## src/rtl/ucie_clk_pattern_gen.sv

```systemverilog
// ucie_clk_pattern_gen
//   Forwarded-clock pattern generator for the UCIe mainband clock lanes.
//   It sits between the MB clock TX FSM and the lane drivers. The block
//   produces a single toggle bit (tgl) and fans it out to every clock lane
//   through a per-lane enable mask and a per-lane phase-invert mask.
//
//   Modes (i_mode):
//     00 off        : all lanes low, tgl held at 0
//     01 strobe     : tgl toggles on every edge with i_valid high, else 0
//     10 continuous : tgl toggles on every edge
//     11 repair     : ITERATIONS groups of {BURST_CYCLES toggles,
//                     GAP_CYCLES forced-low}; o_done pulses at the end
//
// Ports
//   i_clk       single clock
//   i_rst       synchronous active-high reset
//   i_mode      operating mode (see above)
//   i_valid     strobe-mode gate
//   i_start     repair start request (only taken in IDLE with mode 11)
//   i_abort     terminates a repair run; wins over a same-cycle start
//   i_lane_en   per-lane output enable
//   i_invert    per-lane phase inversion (only while the lane is active)
//   o_lanes     registered lane outputs
//   o_det_en    registered per-lane detector enables
//   o_busy      repair run in progress
//   o_done      one-cycle repair completion pulse
//   o_iter_cnt  completed repair groups in the current or last run

module ucie_clk_pattern_gen #(
    parameter int unsigned NUM_LANES    = 3,
    parameter int unsigned BURST_CYCLES = 32,
    parameter int unsigned GAP_CYCLES   = 16,
    parameter int unsigned ITERATIONS   = 128,
    parameter int unsigned ITER_W       = 8
) (
    input  logic                 i_clk,
    input  logic                 i_rst,
    input  logic [1:0]           i_mode,
    input  logic                 i_valid,
    input  logic                 i_start,
    input  logic                 i_abort,
    input  logic [NUM_LANES-1:0] i_lane_en,
    input  logic [NUM_LANES-1:0] i_invert,
    output logic [NUM_LANES-1:0] o_lanes,
    output logic [NUM_LANES-1:0] o_det_en,
    output logic                 o_busy,
    output logic                 o_done,
    output logic [ITER_W-1:0]    o_iter_cnt
);

    // One shared phase counter serves both BURST and GAP, so it is sized
    // for the longer of the two.
    localparam int unsigned CntMax = (BURST_CYCLES > GAP_CYCLES) ? BURST_CYCLES : GAP_CYCLES;
    localparam int unsigned CntW   = (CntMax > 1) ? $clog2(CntMax) : 1;

    localparam logic [CntW-1:0]   BurstLast = CntW'(BURST_CYCLES - 1);
    localparam logic [CntW-1:0]   GapLast   = CntW'(GAP_CYCLES - 1);
    localparam logic [ITER_W-1:0] IterLimit = ITER_W'(ITERATIONS);

    localparam logic [1:0] ModeOff    = 2'b00;
    localparam logic [1:0] ModeStrobe = 2'b01;
    localparam logic [1:0] ModeCont   = 2'b10;
    localparam logic [1:0] ModeRepair = 2'b11;

    typedef enum logic [1:0] {
        StIdle,
        StBurst,
        StGap,
        StDone
    } state_e;

    state_e                 state_q, state_d;
    logic [CntW-1:0]        cnt_q, cnt_d;
    logic [ITER_W-1:0]      iter_q, iter_d;
    logic                   tgl_q, tgl_d;
    logic [NUM_LANES-1:0]   lanes_q, lanes_d;
    logic [NUM_LANES-1:0]   det_q, det_d;
    logic                   busy_q, busy_d;
    logic                   done_q, done_d;

    // Classification of the cycle that the next registered outputs belong to.
    logic                   active;
    logic                   in_gap;

    always_comb begin
        state_d = state_q;
        cnt_d   = cnt_q;
        iter_d  = iter_q;
        tgl_d   = 1'b0;
        busy_d  = busy_q;
        done_d  = 1'b0;
        active  = 1'b0;
        in_gap  = 1'b0;

        unique case (state_q)
            StIdle: begin
                busy_d = 1'b0;
                unique case (i_mode)
                    ModeOff: begin
                        tgl_d = 1'b0;
                    end
                    ModeStrobe: begin
                        if (i_valid) begin
                            tgl_d  = ~tgl_q;
                            active = 1'b1;
                        end
                    end
                    ModeCont: begin
                        tgl_d  = ~tgl_q;
                        active = 1'b1;
                    end
                    ModeRepair: begin
                        // The start edge already presents the first burst
                        // cycle (tgl=1); abort on the same edge suppresses it.
                        if (i_start && !i_abort) begin
                            state_d = StBurst;
                            cnt_d   = '0;
                            iter_d  = '0;
                            busy_d  = 1'b1;
                            tgl_d   = 1'b1;
                            active  = 1'b1;
                        end
                    end
                    default: begin
                        tgl_d = 1'b0;
                    end
                endcase
            end

            // cnt_q is the index of the burst/gap cycle currently on the lanes.
            StBurst: begin
                if (i_abort) begin
                    state_d = StIdle;
                    cnt_d   = '0;
                    busy_d  = 1'b0;
                end else if (cnt_q == BurstLast) begin
                    state_d = StGap;
                    cnt_d   = '0;
                    in_gap  = 1'b1;
                end else begin
                    cnt_d  = cnt_q + 1'b1;
                    tgl_d  = ~tgl_q;
                    active = 1'b1;
                end
            end

            StGap: begin
                if (i_abort) begin
                    state_d = StIdle;
                    cnt_d   = '0;
                    busy_d  = 1'b0;
                end else if (cnt_q == GapLast) begin
                    iter_d = iter_q + 1'b1;
                    cnt_d  = '0;
                    if (iter_d == IterLimit) begin
                        state_d = StDone;
                        busy_d  = 1'b0;
                        done_d  = 1'b1;
                    end else begin
                        state_d = StBurst;
                        tgl_d   = 1'b1;
                        active  = 1'b1;
                    end
                end else begin
                    cnt_d  = cnt_q + 1'b1;
                    in_gap = 1'b1;
                end
            end

            StDone: begin
                state_d = StIdle;
                busy_d  = 1'b0;
            end

            default: begin
                state_d = StIdle;
                busy_d  = 1'b0;
            end
        endcase

        // Inactive lanes are forced low, so the invert mask cannot leak out.
        lanes_d = active ? (i_lane_en & ({NUM_LANES{tgl_d}} ^ i_invert)) : '0;
        det_d   = (active || in_gap) ? i_lane_en : '0;
    end

    always_ff @(posedge i_clk) begin
        if (i_rst) begin
            state_q <= StIdle;
            cnt_q   <= '0;
            iter_q  <= '0;
            tgl_q   <= 1'b0;
            lanes_q <= '0;
            det_q   <= '0;
            busy_q  <= 1'b0;
            done_q  <= 1'b0;
        end else begin
            state_q <= state_d;
            cnt_q   <= cnt_d;
            iter_q  <= iter_d;
            tgl_q   <= tgl_d;
            lanes_q <= lanes_d;
            det_q   <= det_d;
            busy_q  <= busy_d;
            done_q  <= done_d;
        end
    end

    assign o_lanes    = lanes_q;
    assign o_det_en   = det_q;
    assign o_busy     = busy_q;
    assign o_done     = done_q;
    assign o_iter_cnt = iter_q;

endmodule

```

## config.mk

```make
export PLATFORM = sky130hd
export DESIGN_NAME = ucie_clk_pattern_gen
export DESIGN_NICKNAME = d
export VERILOG_FILES = /design/src/rtl/ucie_clk_pattern_gen.sv
export SDC_FILE = /design/constraint.sdc
export NUM_CORES = 1
export LEC_CHECK = 0
export ABC_CLOCK_PERIOD_IN_PS = 3000
export CAP_MARGIN = 20
export CELL_PAD_IN_SITES_DETAIL_PLACEMENT = 1
export CELL_PAD_IN_SITES_GLOBAL_PLACEMENT = 1
export CORE_MARGIN = 5
export CORE_UTILIZATION = 46
export CTS_CLUSTER_DIAMETER = 150
export CTS_CLUSTER_SIZE = 20
export DETAILED_ROUTE_END_ITERATION = 10
export DONT_BUFFER_PORTS = 1
export GPL_TIMING_DRIVEN = 0
export PLACE_DENSITY_LB_ADDON = 0.05
export SYNTH_ARGS = -nofsm -noshare
export SYNTH_HDL_FRONTEND = slang
export SYNTH_SLANG_ARGS = --single-unit
```

## constraint.sdc

```tcl
create_clock -name i_clk -period 3 [get_ports i_clk]
set_clock_uncertainty 0.2 [all_clocks]
set_input_delay 0.45 -clock i_clk [delete_from_list [all_inputs] [get_ports i_clk]]
set_output_delay 0.45 -clock i_clk [all_outputs]
set_load 0.005 [all_outputs]
```

==> results_dict.tcl, run 1 <==
set metrics [dict create \
    reg2regPathDepth 8 \
    critPathMostFrequentCell "ha_1" \
    initial_utilization_pct 48.8 \
    fp-row-count 20 \
    finalWirelength_um 3830 \
    yosysWarnings 0 \
    power_uw 759 \
    setup_violations 0 \
    cp.arrival_ns 2.64 \
    first_pass_iters 4 \
    synth.cell_area_sq_um 1510 \
    grt_max_degree 15 \
    postCtsSetupRepairBufs 0 \
    ant_nets 0 \
    seq_power_share_pct 44.8 \
    portBuffers 0 \
    clkSinkCount 24 \
    syn-num-nets 204 \
    endpoint "o_lanes[0]$_SDFF_PP0_" \
    sw_frac_of_total_pct 29.8 \
    internal_power_uw 533 \
    overflow 0 \
    clk_pin_slew_ns 0.14 \
    design_area_sq_um 1620 \
    cts_tree "yes" \
    hpwl_um 2990 \
    final_hold_viol_count 0 \
    final_cell_mix "24 x dfxtp_1, 20 x a21oi_1, 19 x nor2_1, 13 x nand2_1, 10 x ha_1" \
    finalNetCount 209 \
    clkLatencyLatePin_ns 0.33 \
    path_cells "ha_1 > and3_1 > ha_1 > nand3b_1 > or3_1 > nor4_1 > nor3_2 > nor4_2" \
    rsz0062_at_grt "no" \
    endpoint_kind "flop" \
    slowest_stage "or3_1" \
    crit_fanout 7 \
    final_layout_size_suffix_gt1_share_pct 10.8 \
    synthToLayoutAreaGrowth_pct 7.11 \
    wire_per_inst_um 16.7 \
    crit_path_start_kind "flop" \
    antenna_found_initial 0 \
    cp.required_ns 3.06 \
    drt-initial-drc-count 58 \
    post-route-min-period_ns 2.58 \
    diodes 0 \
    htree_levels 1 \
    p_sw_uw 227 \
    fin_crit_sh_pct 85.9 \
    synthCells 181 \
    vias 1340 \
    yosysTopAreaCell "dfxtp_1" \
    die-area_sq_um 4540 \
    drc 0 \
    p_leak_uw 0.000579 \
    placed_area_sq_um 1570 \
    cp.depth 8 \
    cts-buffers-inserted 3 \
    async_reset_ff_share_pct 0 \
    cap_violations 0 \
    core_area_sq_um 3100 \
    grt_pass1_vias 1399 \
    avgViaCountPerCell 5.85 \
    reg2reg_to "o_lanes[0]$_SDFF_PP0_" \
    cp_num_buf_inv 0 \
    status "finished clean" \
    fillers 411 \
    startpoint "cnt_q[0]$_SDFFE_PP0P_" \
    synth_edf_count 0 \
    setup-tns-final_ns 0 \
    synth-seq-cells 24 \
    min-delay-path-class "input port to flop" \
    slew_headroom_pct 61.3 \
    avgSynthCellArea_sq_um 8.36 \
    final_common_cell "dfxtp_1" \
    cpPeakStageDelay_ns 0.40 \
    ir_drop_uv 217 \
    synthFlopType "dfxtp_1" \
    cts_buffer_depth 2 \
    grt_first_pass_wirelength_um 6480 \
    worstSetupPathType "flop to flop" \
    synth-seq-area-share_pct 31.8 \
    cts_resized 0 \
    synth_cell_types 46 \
    die_w_um 67.3 \
    fmax_mhz 388 \
    netlist.area_leader.share_pct 31.8 \
    ctsHoldBuffers 0 \
    tightestPinTransition_ns 0.576 \
    p_clk_share_pct 31.6 \
    timing.rr.start "cnt_q[0]$_SDFFE_PP0P_" \
    place.gp.congestion 0.818 \
    power_density_nw_per_um2 469 \
    track_usage_pct 18.5 \
    pin_count 29 \
    yosys-top-cells-area "dfxtp_1 32%, ha_1 8.3%, a21oi_1 6.6%, nor2_1 4.7%, nor4_2 3.3%" \
    p_comb_share_pct 23.6 \
    clockRootBuffer "clkbuf_4" \
    fp.dieH_um 67.3 \
    rrSetupSlack_ns 0.42 \
    slew_violations 0 \
    crit_family "simple AND/OR/NAND/NOR gates" \
]
## power by group through the flow
stage               clock network (uW)  registers, uW  logic, uW
floorplan                            0            345        139
global placement                     0            347        172
detailed placement                   0            348        178
CTS                                248            341        179
global route                       257            343        199
finish                             240            341        179
## Yosys cell counts, types with 4 or more instances
| master | n |
|---|---|
| nand2_1 | 13 |
| nand3_1 | 4 |
| inv_1 | 9 |
| clkbuf_1 | 5 |
| o21ai_0 | 6 |
| a21o_1 | 6 |
| ha_1 | 10 |
| or3_1 | 4 |
| dfxtp_1 | 24 |
| nor4_2 | 4 |
| nand2b_1 | 6 |
| nor2_1 | 19 |
| a21oi_1 | 20 |
| nor3_1 | 5 |
## how the worst min path moves through the flow
stage / startpoint / end / slack, ns / depth (start not counted)
2_1_floorplan: tgl_q$_SDFF_PP0_ / tgl_q$_SDFF_PP0_ / 0.23 / 1
3_3_place_gp: tgl_q$_SDFF_PP0_ / tgl_q$_SDFF_PP0_ / 0.25 / 1
3_5_place_dp: tgl_q$_SDFF_PP0_ / tgl_q$_SDFF_PP0_ / 0.26 / 1
4_1_cts: i_lane_en[2] / o_det_en[2]$_SDFF_PP0_ / 0.04 / 2
5_1_grt: i_lane_en[2] / o_lanes[2]$_SDFF_PP0_ / 0.05 / 2
6_report: i_lane_en[0] / o_lanes[0]$_SDFF_PP0_ / 0.06 / 2
## kinds of logic (layout without fill, tap and decap cells)
group | after synthesis | count (layout) | share of synthesized area (%)
and+or+nand+nor | 81 | 81 | 32.7
AOI/OAI and AO/OA | 49 | 49 | 22.1
DFF | 24 | 24 | 31.8
buffers and inverters | 15 | 19 | 3.80
adders and majority gates | 10 | 10 | 8.27
muxes | 2 | 2 | 1.41
## layer usage
metal | global-route usage, % | part of all wire [%]
met4 | 4.56 | 1.3
met2 | 34.4 | 50
met5 | 0 | 0
met3 | 4.83 | 5.0
met1 | 20.9 | 44
## layout make-up
cell class              count  area, sq um  area share, %
flip-flops and latches     24          480           29.7
clock inverters             1         30.0           1.85
clock buffers               3         22.5           1.39
well taps                  44         55.1           3.40
inverters                   9         33.8           2.08
plain buffers               6         23.8           1.47
multi-input cells         142          975           60.2
## metrics by stage
stage	std cells	utilization, %	setup slack (ns)	hold slack, ns
2_1_floorplan	181	-	0.719	0.231
3_3_place_gp	225	50.5	0.496	0.251
3_5_place_dp	225	50.5	0.417	0.258
4_1_cts	229	52.2	0.394	0.0443
5_1_grt	229	52.2	0.128	0.0511
6_report	229	52.2	0.422	0.0566
## flip-flops by register name, summed over array words and instances, names as in the netlist
name and cells:
state_q 2, o_lanes 3, o_det_en 3, o_busy 1, o_iter_cnt 8, tgl_q 1, cnt_q 5, o_done 1
No activity file was read; power rests on OpenSTA's default activity.
==> inputs of run 2 (changes only) <==
--- a/config.mk
+++ b/config.mk
@@ -10,13 +10,15 @@
 export CELL_PAD_IN_SITES_DETAIL_PLACEMENT = 1
 export CELL_PAD_IN_SITES_GLOBAL_PLACEMENT = 1
 export CORE_MARGIN = 5
-export CORE_UTILIZATION = 46
+export CORE_UTILIZATION = 48
+export CTS_BUF_LIST = sky130_fd_sc_hd__clkbuf_2 sky130_fd_sc_hd__clkbuf_4 sky130_fd_sc_hd__clkbuf_8
 export CTS_CLUSTER_DIAMETER = 150
 export CTS_CLUSTER_SIZE = 20
 export DETAILED_ROUTE_END_ITERATION = 10
 export DONT_BUFFER_PORTS = 1
 export GPL_TIMING_DRIVEN = 0
 export PLACE_DENSITY_LB_ADDON = 0.05
+export REMOVE_ABC_BUFFERS = 1
 export SYNTH_ARGS = -nofsm -noshare
 export SYNTH_HDL_FRONTEND = slang
 export SYNTH_SLANG_ARGS = --single-unit
==> results_dict.tcl, run 2 (synthesis results as in run 1) <==
set metrics [dict create \
    drt-initial-drc-count 32 \
    fillers 387 \
    final_common_cell "dfxtp_1" \
    ctsHoldBuffers 1 \
    finalWirelength_um 3770 \
    cp.required_ns 3.05 \
    fp.dieH_um 66.1 \
    final_layout_size_suffix_gt1_share_pct 10.6 \
    ant_nets 0 \
    endpoint_kind "flop" \
    tightestPinTransition_ns 0.610 \
    cts_resized 0 \
    status "finished clean" \
    final_hold_viol_count 0 \
    rsz0062_at_grt "no" \
    post-place-ws_ns 0.348 \
    antenna_found_initial 0 \
    slowest_stage "or3_1" \
    finalNetCount 204 \
    cap_violations 0 \
    post-route-min-period_ns 2.66 \
    critPathMostFrequentCell "ha_1" \
    fmax_mhz 375 \
    power_density_nw_per_um2 433 \
    synthToLayoutAreaGrowth_pct 5.13 \
    drc 0 \
    worstSetupPathType "flop to flop" \
    utilization_pct 52.5 \
    hpwl_um 2910 \
    slew_violations 0 \
    htree_levels 1 \
    cpPeakStageDelay_ns 0.41 \
    largest_reg_flops 8 \
    first_pass_iters 4 \
    vias 1337 \
    setup_violations 0 \
    place_inst 219 \
    slew_headroom_pct 59.0 \
    die_w_um 66.1 \
    clk_pin_slew_ns 0.14 \
    portBuffers 0 \
    multiInputGateArea_sq_um 975 \
    die-area_sq_um 4370 \
    min-delay-path-class "input port to flop" \
    cts_buffer_depth 2 \
    overflow 0 \
    cp_num_buf_inv 0 \
    grt_first_pass_wirelength_um 6470 \
    track_usage_pct 18.9 \
    fp-row-count 20 \
    fin_ws_ns 0.336 \
    avgViaCountPerCell 5.97 \
    clockRootBuffer "clkbuf_4" \
    area.sequential_sq_um 480 \
    core_area_sq_um 3030 \
    grt_pass1_vias 1364 \
    pin_count 29 \
    place.gp.congestion 0.822 \
    cts-buffers-inserted 3 \
    diodes 0 \
    crit_fanout 7 \
    path_cells "ha_1 > and3_1 > ha_1 > nand3b_1 > or3_1 > nor4_1 > nor3_2 > nor4_2" \
    crit_family "simple AND/OR/NAND/NOR gates" \
    setup-tns-final_ns 0 \
    cp.arrival_ns 2.71 \
    fin_crit_sh_pct 88.8 \
    grt_max_degree 16 \
    crit_path_start_kind "flop" \
    cts_tree "yes" \
    initial_utilization_pct 50.0 \
    p_leak_uw 0.000566 \
    ir_drop_uv 207 \
    postCtsSetupRepairBufs 0 \
    wire_per_inst_um 16.8 \
    finalNonFillerCells 224 \
    final_cell_mix "24 x dfxtp_1, 20 x a21oi_1, 19 x nor2_1, 13 x nand2_1, 10 x ha_1" \
    clkLatencyLatePin_ns 0.32 \
    clkSinkCount 24 \
]
==> run 2: cell count changes in the layout (fill, tap and decap cells not counted) <==
cell / previous run / this run
clkbuf_1: 5 / 0
buf_2: 1 / 0
dlygate4sd3_1: 0 / 1
clkbuf_8: 0 / 1
bufinv_16: 1 / 0
==> run 2: metrics by stage <==
step | total power (uW) | hold WS [ns] | cell area, sq um
2_1_floorplan | 476 | 0.231 | 1490
3_3_place_gp | 506 | 0.252 | 1540
3_5_place_dp | 517 | 0.265 | 1540
4_1_cts | 693 | 0.0241 | 1590
5_1_grt | 732 | 0.00677 | 1590
6_report | 688 | 0.0303 | 1590
==> run 2: where the power goes <==
part / internal, uW / switching (uW)
registers: 331 / 9.16
logic: 64.4 / 109
clock network: 74.2 / 100
==> run 2: cell type report <==
type                            instances  area share, %
Clock buffer                            4           2.28
Inverter                                9           2.12
Multi-Input combinational cell        142           61.3
Sequential cell                        24           30.2
Tap cell                               44           3.46
Timing Repair Buffer                    1          0.629
==> run 2: routing by layer <==
metal | vias up | track usage [%] | part of all wire, %
li1 | 654 | - | -
met1 | 652 | 21.4 | 42
met2 | 28 | 35.9 | 53
met3 | 3 | 3.74 | 4.4
met4 | 0 | 4.06 | 0.61
met5 | - | 0 | 0
==> run 2: worst register-to-register path: cells and delay by family (launching register included) <==
| family | cells | cell delay, ns |
|---|---|---|
| simple gates | 6 | 1.60 |
| fa+ha+maj | 2 | 0.43 |
| flops | 1 | 0.38 |
==> run 2: worst paths after layout <==
kind	startpoint	to	slack (ns)	cells after the start
max	cnt_q[0]$_SDFFE_PP0P_	o_lanes[0]$_SDFF_PP0_	0.34	8
min	i_rst	state_q[1]$_SDFFE_PP0P_	0.03	1
max reg2reg	cnt_q[0]$_SDFFE_PP0P_	o_lanes[0]$_SDFF_PP0_	0.34	8
min reg2reg	tgl_q$_SDFF_PP0_	tgl_q$_SDFF_PP0_	0.30	1
==> patch 1: new RTL, settings of run 2 <==
Set the parameter `GAP_CYCLES` to 32 (it was 16).
--- a/src/rtl/ucie_clk_pattern_gen.sv
+++ b/src/rtl/ucie_clk_pattern_gen.sv
@@ -29,7 +29,7 @@
 module ucie_clk_pattern_gen #(
     parameter int unsigned NUM_LANES    = 3,
     parameter int unsigned BURST_CYCLES = 32,
-    parameter int unsigned GAP_CYCLES   = 16,
+    parameter int unsigned GAP_CYCLES   = 32,
     parameter int unsigned ITERATIONS   = 128,
     parameter int unsigned ITER_W       = 8
 ) (
Behaviour: no difference found for any inputs over 10 cycles, from zero or initial values and one cycle with i_rst high; that may be too few to reach the edited logic, so the function may still have changed.
==> patch 1 against run 2 <==
Sequential cell count unchanged; total power down 8.4%; cell area down 5.6%; core utilization up 1.5 points; wire length down 8.0%; count of clock-buffer cells in the layout unchanged; synthesized cell count down 12%; setup slack better by 81 ps; area after synthesis down 7.2%; critical endpoint is now o_iter_cnt[7]; highest routed layer unchanged.
==> patch 1: results (changes against run 2) <==
Parameter                              Value

Run status
  Outcome    completed

Global route
  Global-route total usage across every layer    0.182 (-0.00658)
  Number of global-route vias before repair    1,271 (-6.8%)
  Maximum number of pins on one net before global-route repair    19 (+3)
  Wire length of the first global-routing pass    6040 µm (-6.6%)
  Initial antenna violation count    0 (unchanged)

Yosys
  Synthesis warning total    0 (unchanged)
  Ys async rst share    0 (unchanged)
  Area share of xor/xnor cells in the synthesized design    0.0187 (+0.0187)
  Fraction of the mapped netlist area in compound gates    0.280 (+0.0590)
  Fraction of the yosys area taken by sequential cells    0.342 (+0.0246)
  Ys flop type    sky130_fd_sc_hd__dfxtp_1
  Mux cell area share after synthesis    0.0160 (+0.00198)
  Cell types with the highest counts after synthesis    sky130_fd_sc_hd__dfxtp_1, sky130_fd_sc_hd__a21oi_1, sky130_fd_sc_hd__nor2_1, sky130_fd_sc_hd__nand2_1
  Adder-cell share of the synthesized area    0.0713 (-0.0114)
  Post-Syn Area per Cell    8.83 µm² (+5.6%)
  Ranking of synthesized cells by area    sky130_fd_sc_hd__dfxtp_1, sky130_fd_sc_hd__ha_1, sky130_fd_sc_hd__a21oi_1
  Count of unique library cells instantiated by Yosys    48 (+4.3%)

Finish
  Fraction of final layout cells sized beyond drive strength 1    0.110 (+0.00487)
  Flip-flop count of the largest register after layout    8 (unchanged)
  Ant. Diodes    0 (unchanged)
  Layout filler cell count    342 (-12%)
  Count of placed standard cells in the final layout, fillers left out    194 (-13%)
  Layout Nets    185 (-9.3%)

Drt
  Pre-antenna DRT Iters    4 (unchanged)
  Routed Wire Length    3470 µm (-8.0%)
  Initial DRC count    53 (+66%)
  Via count of the routed design    1,182 (-12%)

Clock tree
  Clock buffers created by TritonCTS    3 (unchanged)
  Number of levels the H-tree was split into    1 (unchanged)
  Buffers inserted during post-CTS setup optimization    0 (unchanged)
  Clock Pin Slew Worst Setup and Hold Paths    130 ps
  Buffer cell driving the clock tree root    sky130_fd_sc_hd__clkbuf_4
  Worst-Skew Late Latency    320 ps (about the same)
  Deepest clock path buffer count    2 (unchanged)

Pwr
  Leakage power figure    0.550 nW (-2.8%)
  Max VDD drop    0.318 mV (+54%)

Placed design
  PortBufs    0 (unchanged)
  Gpl congestion    0.766 (-6.9%)
  Placement Cell Area    0.00143 mm² (-7.7%)
  Placed wire-length estimate after detailed placement    2590 µm (-11%)

Setup path
  CP Data Arrival Time    2580 ps (-130 ps)
  CP max FO    8 (+1)

Worst hold path
  Path class of the lowest-slack min-delay path    in -> reg

Timing
  Max-Slew Margin vs Limit    0.481 (-0.109)
-- patch 1: repair_timing --
action / in CTS / in global routing
endpoints found under the setup margin: 0 / 0
gates resized for setup: 0 / 0
hold buffers: 3 / 1
hold endpoints to repair: 19 / 1
-- patch 1: path summary, 6_finish.rpt --
check	from	endpoint	slack [ps]	cells after the start
max	cnt_q[0]	o_iter_cnt[7]	420	8
min reg2reg	cnt_q[4]	cnt_q[4]	290	2
min	i_lane_en[2]	o_det_en[2]	40	2
max reg2reg	cnt_q[0]	o_iter_cnt[7]	420	8
-- patch 1: routing by layer --
metal | share of wire | GRT usage | vias up
li1 | - | - | 595
met1 | 0.45 | 0.234 | 564
met2 | 0.51 | 0.318 | 19
met3 | 0.034 | 0.0210 | 4
met4 | 0.0098 | 0.0545 | 0
met5 | 0 | 0 | -
-- patch 1: cell type report --
cell class              instances  area [µm²]  share of cell area
multi-input cells             123         876               0.583
inverters                       8        30.0              0.0200
repair buffers                  4        40.0              0.0267
clock buffers                   4        36.3              0.0242
flip-flops and latches         24         480               0.320
well taps                      31        38.8              0.0258
-- patch 1: power by group --
group	switching [mW]	leakage, nW	internal, mW
combinational	0.0758	0.335	0.0457
clock	0.0970	0.0210	0.0742
sequential	0.00753	0.194	0.330
-- patch 1: logic make-up after synthesis --
family | Yosys count
AND/OR/NAND/NOR | 59
AO/OA/AOI/OAI | 51
flip-flops | 24
buffers and inverters | 12
adder cells (fa/ha/maj) | 8
XOR/XNOR | 3
multiplexers | 2
-- patch 1: critical path: stages (launching register included) --
cell	delay (ps)
sky130_fd_sc_hd__dfxtp_1	390
sky130_fd_sc_hd__ha_1	180
sky130_fd_sc_hd__and3_1	160
sky130_fd_sc_hd__ha_1	250
sky130_fd_sc_hd__nand3b_1	300
sky130_fd_sc_hd__a22oi_1	550
sky130_fd_sc_hd__o21ai_0	200
sky130_fd_sc_hd__a21oi_1	190
sky130_fd_sc_hd__nor2_1	50
-- patch 1: stage by stage --
stage | total power, mW | setup WS (ps)
6_report | 0.630 | 416
5_1_grt | 0.671 | 108
4_1_cts | 0.635 | 355
3_5_place_dp | 0.457 | 462
3_3_place_gp | 0.451 | 572
2_1_floorplan | 0.432 | 859
==> patch 2: new RTL, config.mk and constraints of run 2 <==
Made on the original files. Encoding of `state_e`: now one-hot (4 bits for 4 states).
--- a/src/rtl/ucie_clk_pattern_gen.sv
+++ b/src/rtl/ucie_clk_pattern_gen.sv
@@ -62,11 +62,11 @@
     localparam logic [1:0] ModeCont   = 2'b10;
     localparam logic [1:0] ModeRepair = 2'b11;
 
-    typedef enum logic [1:0] {
-        StIdle,
-        StBurst,
-        StGap,
-        StDone
+    typedef enum logic [3:0] {
+        StIdle  = 4'b0001,
+        StBurst = 4'b0010,
+        StGap   = 4'b0100,
+        StDone  = 4'b1000
     } state_e;
 
     state_e                 state_q, state_d;
Function: same outputs for any inputs over 10 cycles, from zero or initial values and one cycle with i_rst high; not proved beyond that.
==> patch 2 against run 2 <==
Hold slack barely moved; via count rose by 9.2%; sequential cell count rose by 2; critical path type unchanged; die area fell by 1.9%; setup slack improved by 170 ps; count of clock-buffer cells in the layout fell by 1; cell area rose by 0.47%; area after synthesis fell by 2.2%; synthesized cell count rose by 1.7%; wire length rose by 11%.
Power is not compared: it rests on default switching activity, and its combinational part moved more than twofold at a synthesized area within 25%.
==> patch 2: results (changes against run 2) <==
Parameter                              Value

Yosys
  Post-Syn Area per Cell    8.04 µm² (-3.8%)
  Ranking of synthesized cells by area    sky130_fd_sc_hd__dfxtp_1, sky130_fd_sc_hd__a21oi_1, sky130_fd_sc_hd__nor2_1
  Fraction of the mapped netlist area in compound gates    0.276 (+0.0550)
  Fraction of the yosys area taken by sequential cells    0.352 (+0.0343)
  Count of unique library cells instantiated by Yosys    45 (-2.2%)
  Mux cell area share after synthesis    0 (-0.0141)
  Cell types with the highest counts after synthesis    sky130_fd_sc_hd__dfxtp_1, sky130_fd_sc_hd__nor2_1, sky130_fd_sc_hd__a21oi_1, sky130_fd_sc_hd__o21ai_0, sky130_fd_sc_hd__nand2_1
  Ys async rst share    0 (unchanged)
  Adder-cell share of the synthesized area    0.0508 (-0.0320)

Drt
  Initial DRC count    114 (+260%)
  Via count of the routed design    1,460 (+9.2%)
  Routed Wire Length    4170 µm (+11%)
  WL/cell    18.8 µm (+12%)

Finish
  Fraction of final layout cells sized beyond drive strength 1    0.0798 (-0.0258)
  Layout filler cell count    396 (+2.3%)
  Area Growth Syn to Fin    8.04%
  Layout Nets    208 (+2.0%)

Worst hold path
  Hold Crit Start    i_lane_en[2]
  Path class of the lowest-slack min-delay path    in -> reg
  Hold Crit Depth    2 (+1)
  Hold-critical path endpoint    o_det_en[2]

Setup path
  Number of cell instances on the worst register-to-register path    6 (-2)
  Reg-to-Reg End    o_iter_cnt[3]
  Reg2reg setup slack    500 ps (+170 ps)
  Slowest cell on crit path    sky130_fd_sc_hd__or3_2
  CP max FO    14 (+7)
  Slowest stage delay, CP    620 ps (+210 ps)
  CP Data Arrival Time    2560 ps (-150 ps)

Placed design
  Pre-CTS worst setup slack    -121 ps (-468 ps)
  Placed wire-length estimate after detailed placement    2980 µm (+2.6%)
  Gpl congestion    0.845 (+2.7%)
  Placement Cell Area    0.00150 mm² (-3.0%)

Global route
  Wire length of the first global-routing pass    6960 µm (+7.6%)
  Number of global-route vias before repair    1,460 (+7.0%)
  Global-route total usage across every layer    0.207 (+0.0184)
  Grt total ovfl    0 (unchanged)
  Initial antenna violation count    0 (unchanged)

Clock tree
  Clock Pin Slew Worst Setup and Hold Paths    160 ps (+20 ps)

Run status
  Outcome    completed

Timing
  Worst slack on hold paths    30.3 ps (-0.0215 ps)
  Transition at the pin with the smallest max-transition slack    600 ps (-10.1 ps)
patch 2: power by group:
part | internal, mW | switching [mW]
Combinational | 0.0271 | 0.0382
Sequential | 0.355 | 0.00800
Clock | 0.135 | 0.112
patch 2: worst max-delay path by stage:
stage                     cells past startpoint       endpoint  slack (ps)          start
after detailed placement                      5    o_det_en[1]        -120  o_iter_cnt[0]
final                                         6  o_iter_cnt[3]         500       cnt_q[0]
after global routing                          7    o_det_en[1]         270       cnt_q[0]
after global placement                        6         o_busy         -40  o_iter_cnt[0]
after CTS                                     7    o_det_en[0]         550       cnt_q[0]
after floorplan                               6         o_busy         410  o_iter_cnt[0]
patch 2: cell families (layout without fill, tap and decap cells):
| kind of cell | after synthesis | after routing |
|---|---|---|
| XOR/XNOR | 2 | 2 |
| AO/OA/AOI/OAI | 65 | 65 |
| AND/OR/NAND/NOR | 75 | 75 |
| adder cells (fa/ha/maj) | 6 | 6 |
| flip-flops | 26 | 26 |
| buffers and inverters | 10 | 14 |
patch 2: metal layers:
metal  global-route usage  vias up  part of all wire
met3               0.0598        2             0.044
met5                    0        -                 0
met1                0.248      728              0.45
met2                0.357       29              0.50
li1                     -      701                 -
met4               0.0648        0            0.0046
patch 2: timing repair:
| item | in CTS | in global routing |
|---|---|---|
| hold endpoints to repair | 13 | 3 |
| buffers inserted | 1 | 0 |
| gates resized for setup | 0 | 0 |
| endpoints found under the setup margin | 11 | 0 |
| hold buffers | 1 | 3 |
patch 2: area by class of cell:
class / count / area share
clock buffer: 3 / 0.0141
tap: 33 / 0.0258
sequential: 26 / 0.326
clock inverter: 1 / 0.0188
timing repair buffer: 5 / 0.0298
multi-input combinational: 148 / 0.574
inverter: 5 / 0.0117
